--- config.mk ---
export PLATFORM = sky130hd
export DESIGN_NAME = alu_share_ctrl
export DESIGN_NICKNAME = d
export VERILOG_FILES = /design/src/rtl/alu_share_ctrl.sv
export SDC_FILE = /design/constraint.sdc
export NUM_CORES = 1
export LEC_CHECK = 0
export BUFFER_PORTS_ARGS = -buffer_cell sky130_fd_sc_hd__buf_2
export CAP_MARGIN = 10
export CORE_AREA = 2 2 122 124
export DETAILED_ROUTE_END_ITERATION = 8
export DIE_AREA = 0 0 124 126
export GPL_ROUTABILITY_DRIVEN = 0
export PLACE_DENSITY = 0.74
export SYNTH_ARGS = -nofsm -noshare
export SYNTH_HDL_FRONTEND = slang
export SYNTH_SLANG_ARGS = --single-unit
--- constraint.sdc ---
create_clock -name clock -period 14.1 [get_ports clock]
set_input_delay 2.82 -clock clock [delete_from_list [all_inputs] [get_ports clock]]
set_output_delay 2.82 -clock clock [all_outputs]
set_load 0.01 [all_outputs]
--- src/rtl/alu_share_ctrl.sv ---
// alu_share_ctrl: shares one external ALU between two requesters.
// Round-robin arbitration, one operation in flight. Each request goes
// IDLE -> EXEC -> RESP, and the registered result is held until the owner accepts it.
`timescale 1ns/1ps
module alu_share_ctrl #(
  parameter int                WIDTH   = 32,
  parameter int                OPW     = 4,
  parameter logic [OPW-1:0]    IDLE_OP = '0
) (
  input  logic             clock,
  input  logic             reset,
  input  logic             req0_valid,
  output logic             req0_ready,
  input  logic [OPW-1:0]   req0_aluc,
  input  logic [WIDTH-1:0] req0_a,
  input  logic [WIDTH-1:0] req0_b,
  input  logic             req1_valid,
  output logic             req1_ready,
  input  logic [OPW-1:0]   req1_aluc,
  input  logic [WIDTH-1:0] req1_a,
  input  logic [WIDTH-1:0] req1_b,
  output logic             rsp0_valid,
  input  logic             rsp0_ready,
  output logic [WIDTH-1:0] rsp0_s,
  output logic             rsp0_z,
  output logic             rsp1_valid,
  input  logic             rsp1_ready,
  output logic [WIDTH-1:0] rsp1_s,
  output logic             rsp1_z,
  output logic [WIDTH-1:0] alu_a,
  output logic [WIDTH-1:0] alu_b,
  output logic [OPW-1:0]   alu_aluc,
  input  logic [WIDTH-1:0] alu_s,
  input  logic             alu_z
);

  typedef enum logic [1:0] {IDLE, EXEC, RESP} state_t;

  state_t             state_q;
  logic               last_grant_q;  // requester served most recently
  logic               owner_q;       // requester owning the op in flight
  logic [OPW-1:0]     op_q;
  logic [WIDTH-1:0]   a_q;
  logic [WIDTH-1:0]   b_q;
  logic               rsp0_valid_q;
  logic               rsp1_valid_q;
  logic [WIDTH-1:0]   rsp0_s_q;
  logic [WIDTH-1:0]   rsp1_s_q;
  logic               rsp0_z_q;
  logic               rsp1_z_q;
  logic               grant0_d;
  logic               grant1_d;

  // Grant decision: only in IDLE, at most one requester; a tie goes to
  // the requester that was not served last.
  always_comb begin
    grant0_d = 1'b0;
    grant1_d = 1'b0;
    if (!reset && state_q == IDLE) begin
      if (req0_valid && (!req1_valid || last_grant_q)) begin
        grant0_d = 1'b1;
      end else if (req1_valid) begin
        grant1_d = 1'b1;
      end
    end
  end

  assign req0_ready = grant0_d;
  assign req1_ready = grant1_d;

  // The ALU sees the latched operands only during EXEC; otherwise it sees an idle op.
  always_comb begin
    alu_a    = '0;
    alu_b    = '0;
    alu_aluc = IDLE_OP;
    if (state_q == EXEC) begin
      alu_a    = a_q;
      alu_b    = b_q;
      alu_aluc = op_q;
    end
  end

  // Sequencer: latch on accept, capture the ALU result after EXEC, hold it until the owner takes it.
  always_ff @(posedge clock or posedge reset) begin
    if (reset) begin
      state_q      <= IDLE;
      last_grant_q <= 1'b1;
      owner_q      <= 1'b0;
      op_q         <= '0;
      a_q          <= '0;
      b_q          <= '0;
      rsp0_valid_q <= 1'b0;
      rsp1_valid_q <= 1'b0;
      rsp0_s_q     <= '0;
      rsp1_s_q     <= '0;
      rsp0_z_q     <= 1'b0;
      rsp1_z_q     <= 1'b0;
    end else begin
      case (state_q)
        IDLE: begin
          if (grant0_d || grant1_d) begin
            op_q         <= grant1_d ? req1_aluc : req0_aluc;
            a_q          <= grant1_d ? req1_a    : req0_a;
            b_q          <= grant1_d ? req1_b    : req0_b;
            owner_q      <= grant1_d;
            last_grant_q <= grant1_d;
            state_q      <= EXEC;
          end
        end
        EXEC: begin
          if (owner_q) begin
            rsp1_s_q     <= alu_s;
            rsp1_z_q     <= alu_z;
            rsp1_valid_q <= 1'b1;
          end else begin
            rsp0_s_q     <= alu_s;
            rsp0_z_q     <= alu_z;
            rsp0_valid_q <= 1'b1;
          end
          state_q <= RESP;
        end
        RESP: begin
          if (owner_q && rsp1_ready) begin
            rsp1_valid_q <= 1'b0;
            state_q      <= IDLE;
          end else if (!owner_q && rsp0_ready) begin
            rsp0_valid_q <= 1'b0;
            state_q      <= IDLE;
          end
        end
        default: state_q <= IDLE;
      endcase
    end
  end

  assign rsp0_valid = rsp0_valid_q;
  assign rsp1_valid = rsp1_valid_q;
  assign rsp0_s     = rsp0_s_q;
  assign rsp1_s     = rsp1_s_q;
  assign rsp0_z     = rsp0_z_q;
  assign rsp1_z     = rsp1_z_q;

endmodule
==> impl_results.md, run 1 <==
* Clk sinks at 140
* Initial DRC count at 271
* Status: finished clean
* Unrepaired setup endpoints after global routing: false
* Initial antenna violation count at 3
* Final wirelength at 17200 um
* DRC at 0
* Post-layout min period at 7.02 ns
* CTS Buffer Depth at 2
* Period utilisation layout at 49.8%
* Post-Syn Area at 6240 um^2
* Final nets at 1029
* Hold Crit Class: reg2reg
* Synth warn at 0
* CTS H-tree lvls at 4
* Area of the die at 15600 um^2
* Worst r2r src: state_q[1]
* Placement Cell Area at 7850 um^2
* Crit path kind: in2out
* TNS Setup at 0 ns
* Seq/Total Area, Yosys at 56.1%
* PwrDens at 218 nW/um^2
* P_leak at 0.00443 uW
* Yosys reg bits at 140
* Relative slew slack at 28.1%
* Clk_lat worst skew at 0.41 ns
* Share of cells above drive strength 1 at 49.1%
* Rows at 44
* Die height at 126 um
* Drt via density at 5.20
* Hold Startpoint: b_q[21]
* VDD IR max at 0.0782 mV
* Layout Skew at 0.00874 ns
* Placed insts at 1015
* Yosys top cell by area: dfrtp_1
* Startpoint Class: input pin
* Endpoints failing setup at 0
* CP endpoint kind: primary output
* TritonCTS buffer count at 17
* I/O pin cnt at 313
* Global-route wire length before repair at 26700 um
* Vias in the first global route at 5445
* Post-Layout Cell Count at 1048
* Worst Max-Slew Pin Slew at 1.08 ns
* HPWL Detailed at 11700 um
* Root buffer cell: clkbuf_16
* Avg WL per Cell at 16.4 um
* First drt pass iteration count at 5
* Total gr overflow at 0
* Vias after detailed routing at 5447
* # hold bufs at CTS at 0
* Critical path startpoint: reset
* Synth cell types at 27
* Worst-path maximum fanout at 70
* Fin. max-slew vios at 0
* Proportion of netlist area held by the largest area contributor at 55.7%
* Setup repair bufs after CTS at 0
* Required time of the worst setup path at 11.28 ns
* Initial core utilization at 43.6%
* CTS clk-pin slew, worst paths at 0.06 ns
* Die Span X at 124 um
* Final Hold Viols at 0
* Synth area leaders: dfrtp_1, mux2_2, a22oi_1, and2_1, nand3_1
* Post-CTS resize count at 0
* Pin count of the biggest net entering global routing at 78
* Post-Synthesis Cells at 557
* Design area at 8440 um^2
* Area of the core at 14300 um^2
* Synth-to-Final Area Change at 35.2%
* Max Cap Viol at 0
* Antenna viol nets, final at 0
* Syn_nets at 736
* PortBufs at 312
* Avg Cell Area, Syn at 11.2 um^2
* FMAX at 142 MHz
* CTS tree: done
* Final core occ at 59.0%
* Arrival time worst endpoint at 4.20 ns
* GR Util All Layers at 22.1%
Yosys cell counts, drive strengths merged:
cell type	count
buf	26
dfstp	1
nand2b	1
mux2	67
ha	4
a22oi	68
dfrtp	139
a21o	1
inv	5
and2b	1
nand2	76
a21oi	3
nand3	69
nand3b	1
nor2b	1
and3	1
nor2	2
and2	68
o21ai	4
o21a	2
clkbuf	17
power breakdown:
part | total (uW) | leakage [uW] | switching, uW | internal, uW
clock | 436 | 0.000278 | 171 | 265
sequential | 708 | 0.00166 | 100 | 608
combinational | 700 | 0.00249 | 365 | 335
critical path: stages:
cell,delay (ns)
buf_2,0.13
nand3b_1,0.18
a21o_2,0.23
inv_4,0.52
nor2_1,0.11
buf_2,0.17
layout make-up:
cell class                 count  area (um^2)
antenna                        1         2.50
clock buffer                  18          439
clock inverter                14          145
fill                        1280         5870
inverter                       5         26.3
multi-input combinational    369         2490
sequential                   140         3500
tap                          184          230
timing repair buffer         317         1600
per-stage QoR:
stage               total power [uW]  hold WS, ns  worst slack, ns
floorplan                       1160        0.454             7.53
global placement                1410        0.467             7.10
detailed placement              1420        0.469             7.10
CTS                             1870        0.487             7.09
global route                    1990        0.498             7.01
finish                          1840        0.483             7.08
kinds of logic (layout without fill, tap and decap cells):
family,count (synthesis),count (layout),synth area share (%)
AOI/OAI and AO/OA,78,78,9.18
adders and majority gates,4,4,0.802
buffers and inverters,48,354,4.23
DFF,140,140,56.1
muxes,67,67,12.1
other,0,1,0
and+or+nand+nor,220,220,17.6
sequential cells by signal (all words and copies together), names as in the netlist:
signal and cells:
a_q 32, b_q 32, last_grant_q 1, op_q 4
owner_q 1, rsp0_s 32, rsp0_valid 1, rsp0_z 1
rsp1_s 32, rsp1_valid 1, rsp1_z 1, state_q 2
routing by layer:
layer | part of all wire (%) | wire, um | GRT usage (%)
met4 | 2.5 | 422 | 9.78
met3 | 9.3 | 1600 | 7.56
met1 | 38 | 6520 | 25.7
met5 | 0.064 | 11 | 0
met2 | 50 | 8610 | 36.7
layout by cell type, fill, tap and decap left out:
cell          n
buf_2       312
dfrtp_1     139
nand2_1      76
nand3_1      69
a22oi_1      68
and2_1       68
mux2_2       67
clkbuf_16    17
buf_4         5
clkinvlp_4    4
clkinv_2      4
inv_1         3
o21ai_0       3
inv_6         3
a21oi_1       3
ha_1          3
nor2_1        2
bufinv_16     2
clkinv_4      2
diode_2       1
nor2b_4       1
nand3b_1      1
a21o_2        1
inv_4         1
and2b_1       1
o21ai_4       1
o21a_2        1
nand2b_1      1
and3_1        1
o21a_1        1
ha_2          1
clkbuf_8      1
dfstp_2       1
final timing paths:
| path | endpoint | slack [ns] | depth (start not counted) |
|---|---|---|---|
| max | req0_ready | 7.08 | 6 |
| min | b_q[21] | 0.48 | 2 |
| max reg2reg | rsp0_s[20] | 11.16 | 4 |
| min reg2reg | b_q[21] | 0.48 | 2 |
| max in group asynchronous | a_q[10] | 10.25 | 3 |
| min in group asynchronous | a_q[31] | 2.52 | 2 |
Power figures use the tool's default switching activity.
==> inputs of run 2 (changes only) <==
--- a/config.mk
+++ b/config.mk
@@ -7,9 +7,9 @@
 export LEC_CHECK = 0
 export BUFFER_PORTS_ARGS = -buffer_cell sky130_fd_sc_hd__buf_2
 export CAP_MARGIN = 10
-export CORE_AREA = 2 2 122 124
+export CORE_ASPECT_RATIO = 1.4
+export CORE_UTILIZATION = 42
 export DETAILED_ROUTE_END_ITERATION = 8
-export DIE_AREA = 0 0 124 126
 export GPL_ROUTABILITY_DRIVEN = 0
 export PLACE_DENSITY = 0.74
 export SYNTH_ARGS = -nofsm -noshare
==> constraint.sdc (replaced) <==
create_clock -name clock -period 6.3 [get_ports clock]
set_input_delay 1.26 -clock clock [delete_from_list [all_inputs] [get_ports clock]]
set_output_delay 1.26 -clock clock [all_outputs]
set_load 0.01 [all_outputs]
==> run 2 against run 1 <==
Net effect:
- sequential power grew 120%
- largest power group unchanged
- clock-buffer cell count shrank 1
- cell area shrank 0.33%
- non-clock buffer count is the same
- utilization shrank 0.98 points
- clock power grew 110%
- clock skew grew 0.0020 ns
- wire length grew 1.2%
- sequential share of layout area grew 0.14 points
- global-route usage grew 0.87 points
==> impl_results.md, run 2 (synthesized netlist as in run 1, its figures left out) <==
* Status: finished clean
* Period utilisation layout at 62.2%
* Relative slew slack at 23.6% (-4.5 points)
* Commonest cells after routing, fill and taps aside: buf_2, dfrtp_1, nand2_1
* CTS H-tree lvls at 4 (unchanged)
* Clk_lat worst skew at 0.41 ns (about the same)
* First drt pass iteration count at 5 (unchanged)
* Placed insts at 1020 (+0.49%)
* GR Util All Layers at 23.0% (+0.87 points)
* Commonest non-fill, non-tap cell in the layout: buf_2
* Drt via density at 5.13 (-1.3%)
* Unrepaired setup endpoints after global routing: false
* Final wirelength at 17400 um (+1.2%)
* Largest stage delay, worst path at 0.55 ns (+0.03 ns)
* Wire length on met2 at 8760 um (+1.8%)
* CTS tree: done
* Worst Max-Slew Pin Slew at 1.15 ns (+0.0670 ns)
* CP max stage cell: inv_4
* Worst path cell trace: buf_2 -> nand3b_1 -> a21o_2 -> inv_4 -> nor2_1 -> buf_2
* Global-route wire length before repair at 27600 um (+3.3%)
* Switching share of power at 35.9% (+1.4 points)
* Layout Skew at 0.0108 ns (+0.00204 ns)
* Setup Slack @ Placement at 2.40 ns (-4.70 ns)
* Final nets at 1029 (unchanged)
* Root buffer cell: clkbuf_16
* NetSw at 1470 uW (+130%)
* Vias after detailed routing at 5397 (-0.92%)
* Post-Layout Cell Count at 1052 (+0.38%)
* Max Cap Viol at 0 (unchanged)
* PortBufs at 312 (unchanged)
* CTS Buffer Depth at 2 (unchanged)
* Die Span X at 105 um (-15%)
* Post-Route M1 WL at 6960 um (+6.8%)
* Crit path kind: in2out
* I/O pin cnt at 313 (unchanged)
* FMAX at 255 MHz
* HPWL Detailed at 11700 um (-0.57%)
* Fin. max-slew vios at 0 (unchanged)
* Met3 WL at 1330 um (-17%)
* Top Layer Used: met5
* Rows at 52 (+18%)
* Post-layout min period at 3.92 ns
* Endpoints failing setup at 0 (unchanged)
* Hold Crit Class: reg2reg
* Initial core utilization at 43.0% (-0.59 points)
* Initial DRC count at 252 (-7.0%)
* VDD IR max at 0.216 mV (+180%)
* Area of the die at 15400 um^2 (-1.7%)
* P_leak at 0.00442 uW (-0.26%)
* # hold bufs at CTS at 0 (unchanged)
* Startpoint Class: input pin
* Top cell by count, worst path: buf_2
* CP endpoint kind: primary output
* Synth-to-Final Area Change at 34.7%
* Worst-path maximum fanout at 70 (unchanged)
* Register share of total power at 38.8% (+0.4 points)
* Ant diodes at 0 (-1)
* Power, Total at 4100 uW (+120%)
* Final worst setup slack at 2.38 ns (-4.70 ns)
* TritonCTS buffer count at 17 (unchanged)
* Arrival time worst endpoint at 2.66 ns (-1.54 ns)
* Clk sinks at 140 (unchanged)
* CTS clk-pin slew, worst paths at 0.06 ns (about the same)
* Share of cells above drive strength 1 at 49.1% (unchanged)
* Post-CTS resize count at 0 (unchanged)
* Total gr overflow at 0 (unchanged)
* Setup repair bufs after CTS at 0 (unchanged)
* Avg WL per Cell at 16.5 um (+0.80%)
* Die height at 146 um (+16%)
* TNS Setup at 0 ns (unchanged)
* Initial antenna violation count at 1 (-2)
* Required time of the worst setup path at 5.04 ns (-6.24 ns)
* Gate power share at 38.4% (+0.4 points)
* Area of the core at 14500 um^2 (+1.4%)
* Vias in the first global route at 5421 (-0.44%)
* Pin count of the biggest net entering global routing at 93 (+19%)
* Internal power at 2630 uW (+120%)
* Final Hold Viols at 0 (unchanged)
* Min Hold Slack at 0.484 ns (+0.000569 ns)
* Antenna viol nets, final at 0 (unchanged)
* DRC at 0 (unchanged)
* Clk pwr share at 22.9% (-0.7 points)
* PwrDens at 487 nW/um^2 (+120%)
* Fillers at 1321 (+3.2%)
[run 2: critical path, delay by kind of cell]
kind,cells,cell delay [ns]
AOI/OAI and AO/OA,1,0.23
buffers and inverters,3,0.85
and+or+nand+nor,2,0.29
[run 2: routing by layer]
metal / vias up / track usage (%)
met2: 245 / 39.9
met3: 25 / 6.47
li1: 2529 / -
met4: 2 / 7.04
met5: - / 0
met1: 2596 / 27.5
[run 2: path summary, 6_finish.rpt]
check	from	to	slack (ns)	depth (start not counted)
max in group asynchronous	reset	b_q[11]	4.15	3
min reg2reg	b_q[2]	b_q[2]	0.48	2
min in group asynchronous	reset	state_q[0]	1.02	2
min	b_q[2]	b_q[2]	0.48	2
max	reset	req0_ready	2.38	6
max reg2reg	state_q[1]	rsp0_s[23]	3.26	4
[run 2: area by class of cell]
class	instances	area, um^2	share of cell area, %
clock inverter	15	128	1.52
sequential	140	3500	41.7
inverter	5	26.3	0.312
tap	189	236	2.81
multi-input combinational	369	2490	29.6
timing repair buffer	317	1600	19.0
clock buffer	17	425	5.06
[run 2: power by group through the flow]
stage | clock network (uW) | registers [uW] | logic (uW)
3_5_place_dp | 0 | 1600 | 1600
3_3_place_gp | 0 | 1580 | 1560
4_1_cts | 960 | 1590 | 1600
2_1_floorplan | 0 | 1660 | 926
5_1_grt | 1010 | 1640 | 1730
6_report | 937 | 1590 | 1570
[run 2: stage by stage]
stage	cell area [um^2]	util [%]
6_report	8410	58.0
5_1_grt	8410	58.0
4_1_cts	8410	58.0
3_5_place_dp	7860	54.2
3_3_place_gp	7860	54.2
2_1_floorplan	6240	-
==> inputs of run 3 (changes only) <==
--- a/config.mk
+++ b/config.mk
@@ -5,6 +5,7 @@
 export SDC_FILE = /design/constraint.sdc
 export NUM_CORES = 1
 export LEC_CHECK = 0
+export ABC_AREA = 1
 export BUFFER_PORTS_ARGS = -buffer_cell sky130_fd_sc_hd__buf_2
 export CAP_MARGIN = 10
 export CORE_ASPECT_RATIO = 1.4
==> constraint.sdc (replaced) <==
create_clock -name clock -period 3.45 [get_ports clock]
set_input_delay 0.69 -clock clock [delete_from_list [all_inputs] [get_ports clock]]
set_output_delay 0.69 -clock clock [all_outputs]
set_load 0.01 [all_outputs]
==> run 3 against run 2 <==
Net effect:
- critical path depth unchanged
- synthesized cell count up 46%
- total power grew 86%
- combinational power grew 83%
- non-clock buffer count increased by 6
- sequential power is 81% higher
- hold slack lost 0.077 ns
- cell area increased by 4.3%
- sequential share of layout area is 1.7 points lower
- clock skew shrank 0.0010 ns
- first-iteration DRC count is 65% higher
==> impl_results.md, run 3 <==
* Status: finished clean
* Required time of the worst setup path at 2.76 ns (-2.28 ns)
* Initial antenna violation count at 0 (-1)
* Clk_lat worst skew at 0.41 ns (about the same)
* Fin. max-slew vios at 0 (unchanged)
* Power, Total at 7640 uW (+86%)
* Placed insts at 1271 (+25%)
* DRC at 0 (unchanged)
* Largest stage delay, worst path at 0.66 ns (+0.11 ns)
* Relative slew slack at 47.6% (+24 points)
* Layout Skew at 0.00975 ns (-0.00103 ns)
* Worst path cell trace: inv_1 -> ha_2 -> buf_12 -> nand2_1 -> inv_1 -> buf_2
* Final worst setup slack at 0.642 ns (-1.74 ns)
* I/O pin cnt at 313 (unchanged)
* CTS Buffer Depth at 2 (unchanged)
* Setup repair bufs after CTS at 0 (unchanged)
* Proportion of netlist area held by the largest area contributor at 53.6% (-2.1 points)
* Initial core utilization at 43.1% (+0.065 points)
* Crit path kind: reg2out
* FMAX at 356 MHz
* Syn_nets at 992 (+35%)
* Die Span X at 107 um (+1.9%)
* Initial DRC count at 416 (+65%)
* Setup Slack @ Placement at 1.07 ns (-1.33 ns)
* Clk sinks at 140 (unchanged)
* Final wirelength at 18800 um (+8.3%)
* Seq/Total Area, Yosys at 54.0% (-2.1 points)
* Avg Cell Area, Syn at 7.98 um^2 (-29%)
* Hold Crit Class: in2async
* Synth cell types at 17 (-37%)
* Post-Syn Area at 6490 um^2 (+3.9%)
* Worst Max-Slew Pin Slew at 0.786 ns (-0.360 ns)
* Post-layout min period at 2.81 ns
* Final core occ at 58.3% (+0.29 points)
* Post-synth EDFFs at 0 (unchanged)
* CP delay by family, top: adder cells
* Ant diodes at 0 (unchanged)
* Post-Layout Cell Count at 1303 (+24%)
* Final Hold Viols at 0 (unchanged)
* Ys flop type: dfrtp_1
* Synth-to-Final Area Change at 35.2%
* CP max stage cell: ha_2
* Share of cells above drive strength 1 at 32.9% (-16 points)
* VDD IR max at 0.519 mV (+140%)
* Met1 Use GR at 28.7% (+1.2 points)
* Buf/Inv on CP at 4 (+1)
* GR Util All Layers at 24.3% (+1.3 points)
* Commonest cells after routing, fill and taps aside: buf_2, nand2_1, nand3_1
* Worst-path maximum fanout at 38 (-46%)
* HPWL Detailed at 13100 um (+13%)
* Rows at 53 (+1.9%)
* Pin count of the biggest net entering global routing at 72 (-23%)
* Period utilisation layout at 81.4%
* Vias after detailed routing at 6421 (+19%)
* Arrival time worst endpoint at 2.12 ns (-0.54 ns)
* Yosys top cell by area: dfrtp_1
* Yosys reg bits at 140 (unchanged)
* Die height at 149 um (+1.9%)
* Fillers at 1410 (+6.7%)
* CTS H-tree lvls at 4 (unchanged)
* P_leak at 0.00528 uW (+20%)
* Avg WL per Cell at 14.4 um (-13%)
* Endpoints failing setup at 0 (unchanged)
* Post-Synthesis Cells at 813 (+46%)
* Unrepaired setup endpoints after global routing: false
* # hold bufs at CTS at 0 (unchanged)
* PortBufs at 312 (unchanged)
* Top Usage Layer GRT: met2
* Post-CTS resize count at 0 (unchanged)
* Total gr overflow at 0 (unchanged)
* Root buffer cell: clkbuf_16
* CTS tree: done
* GRT met2 Usage at 41.7% (+1.8 points)
* First drt pass iteration count at 6 (+1)
* Synth top cells by count: nand2_1, nand3_1, dfrtp_1
* PwrDens at 871 nW/um^2 (+79%)
* Global-route wire length before repair at 30100 um (+9.0%)
* Area of the die at 16000 um^2 (+3.8%)
* TritonCTS buffer count at 17 (unchanged)
* Met3 Use GR at 6.07% (-0.40 points)
* TNS Setup at 0 ns (unchanged)
* Most common cell in the netlist: nand2_1
* Area of the core at 15100 um^2 (+3.8%)
* CP endpoint kind: primary output
* Area of the multi-input gates at 2300 um^2 (-7.7%)
* FF+latch area at 3500 um^2 (unchanged)
* Final nets at 1277 (+24%)
* Commonest non-fill, non-tap cell in the layout: buf_2
* Ys async rst share at 100% (unchanged)
* Synth warn at 0 (unchanged)
* Vias in the first global route at 6093 (+12%)
* Startpoint Class: register
* Top cell by count, worst path: inv_1
* Antenna viol nets, final at 0 (unchanged)
* Drt via density at 4.93 (-3.9%)
* Synth area leaders: dfrtp_1, nand3_1, nand2_1, inv_1, o21ai_0
* Max Cap Viol at 0 (unchanged)
* CTS clk-pin slew, worst paths at 0.06 ns (about the same)
==> run 3: worst register-to-register path, cell delays in order (launching register included) <==
cell	delay, ns
dfrtp_1	0.39
inv_1	0.11
ha_2	0.66
inv_1	0.09
nor2_1	0.15
clkinv_1	0.07
buf_4	0.30
nand2_1	0.16
o21ai_0	0.10
==> run 3: power by group <==
part	internal (uW)	switching, uW	total (uW)
registers	2430	447	2870
logic	1140	1740	2880
clock network	1120	772	1890
total	4680	2960	7640
==> run 3: worst paths after layout <==
path	start	end	slack, ns	depth (start not counted)
max	state_q[1]	alu_b[15]	0.64	6
min	reset	a_q[28]	0.41	2
max reg2reg	state_q[1]	rsp0_s[31]	1.27	8
min reg2reg	rsp0_s[30]	rsp0_s[30]	0.48	2
max in group asynchronous	reset	b_q[22]	2.34	3
min in group clock	rsp0_s[30]	rsp0_s[30]	0.48	2
==> run 3: cell type report <==
cell class	instances	share of cell area (%)
inverter	114	4.92
tap	192	2.74
clock buffer	18	5.01
multi-input combinational	502	26.2
sequential	140	40.0
clock inverter	14	1.98
timing repair buffer	323	19.2
==> run 3: routing by layer <==
layer / part of all wire (%) / vias up
met4: 3.1 / 0
met5: 0 / -
met3: 6.9 / 40
met1: 39 / 2966
met2: 50 / 267
li1: - / 3148
==> run 3: kinds of logic after synthesis <==
kind of cell	Yosys count	share of synthesized area, %
flops	140	54.0
buf+inv	171	10.7
compound gates	74	5.75
fa+ha+maj	4	0.771
simple gates	424	28.8
==> run 3: through the flow <==
| step | hold WS [ns] | instance area [um^2] |
|---|---|---|
| 2_1_floorplan | 0.467 | 6490 |
| 3_3_place_gp | 0.462 | 8160 |
| 3_5_place_dp | 0.470 | 8160 |
| 4_1_cts | 0.414 | 8770 |
| 5_1_grt | 0.447 | 8770 |
| 6_report | 0.407 | 8770 |
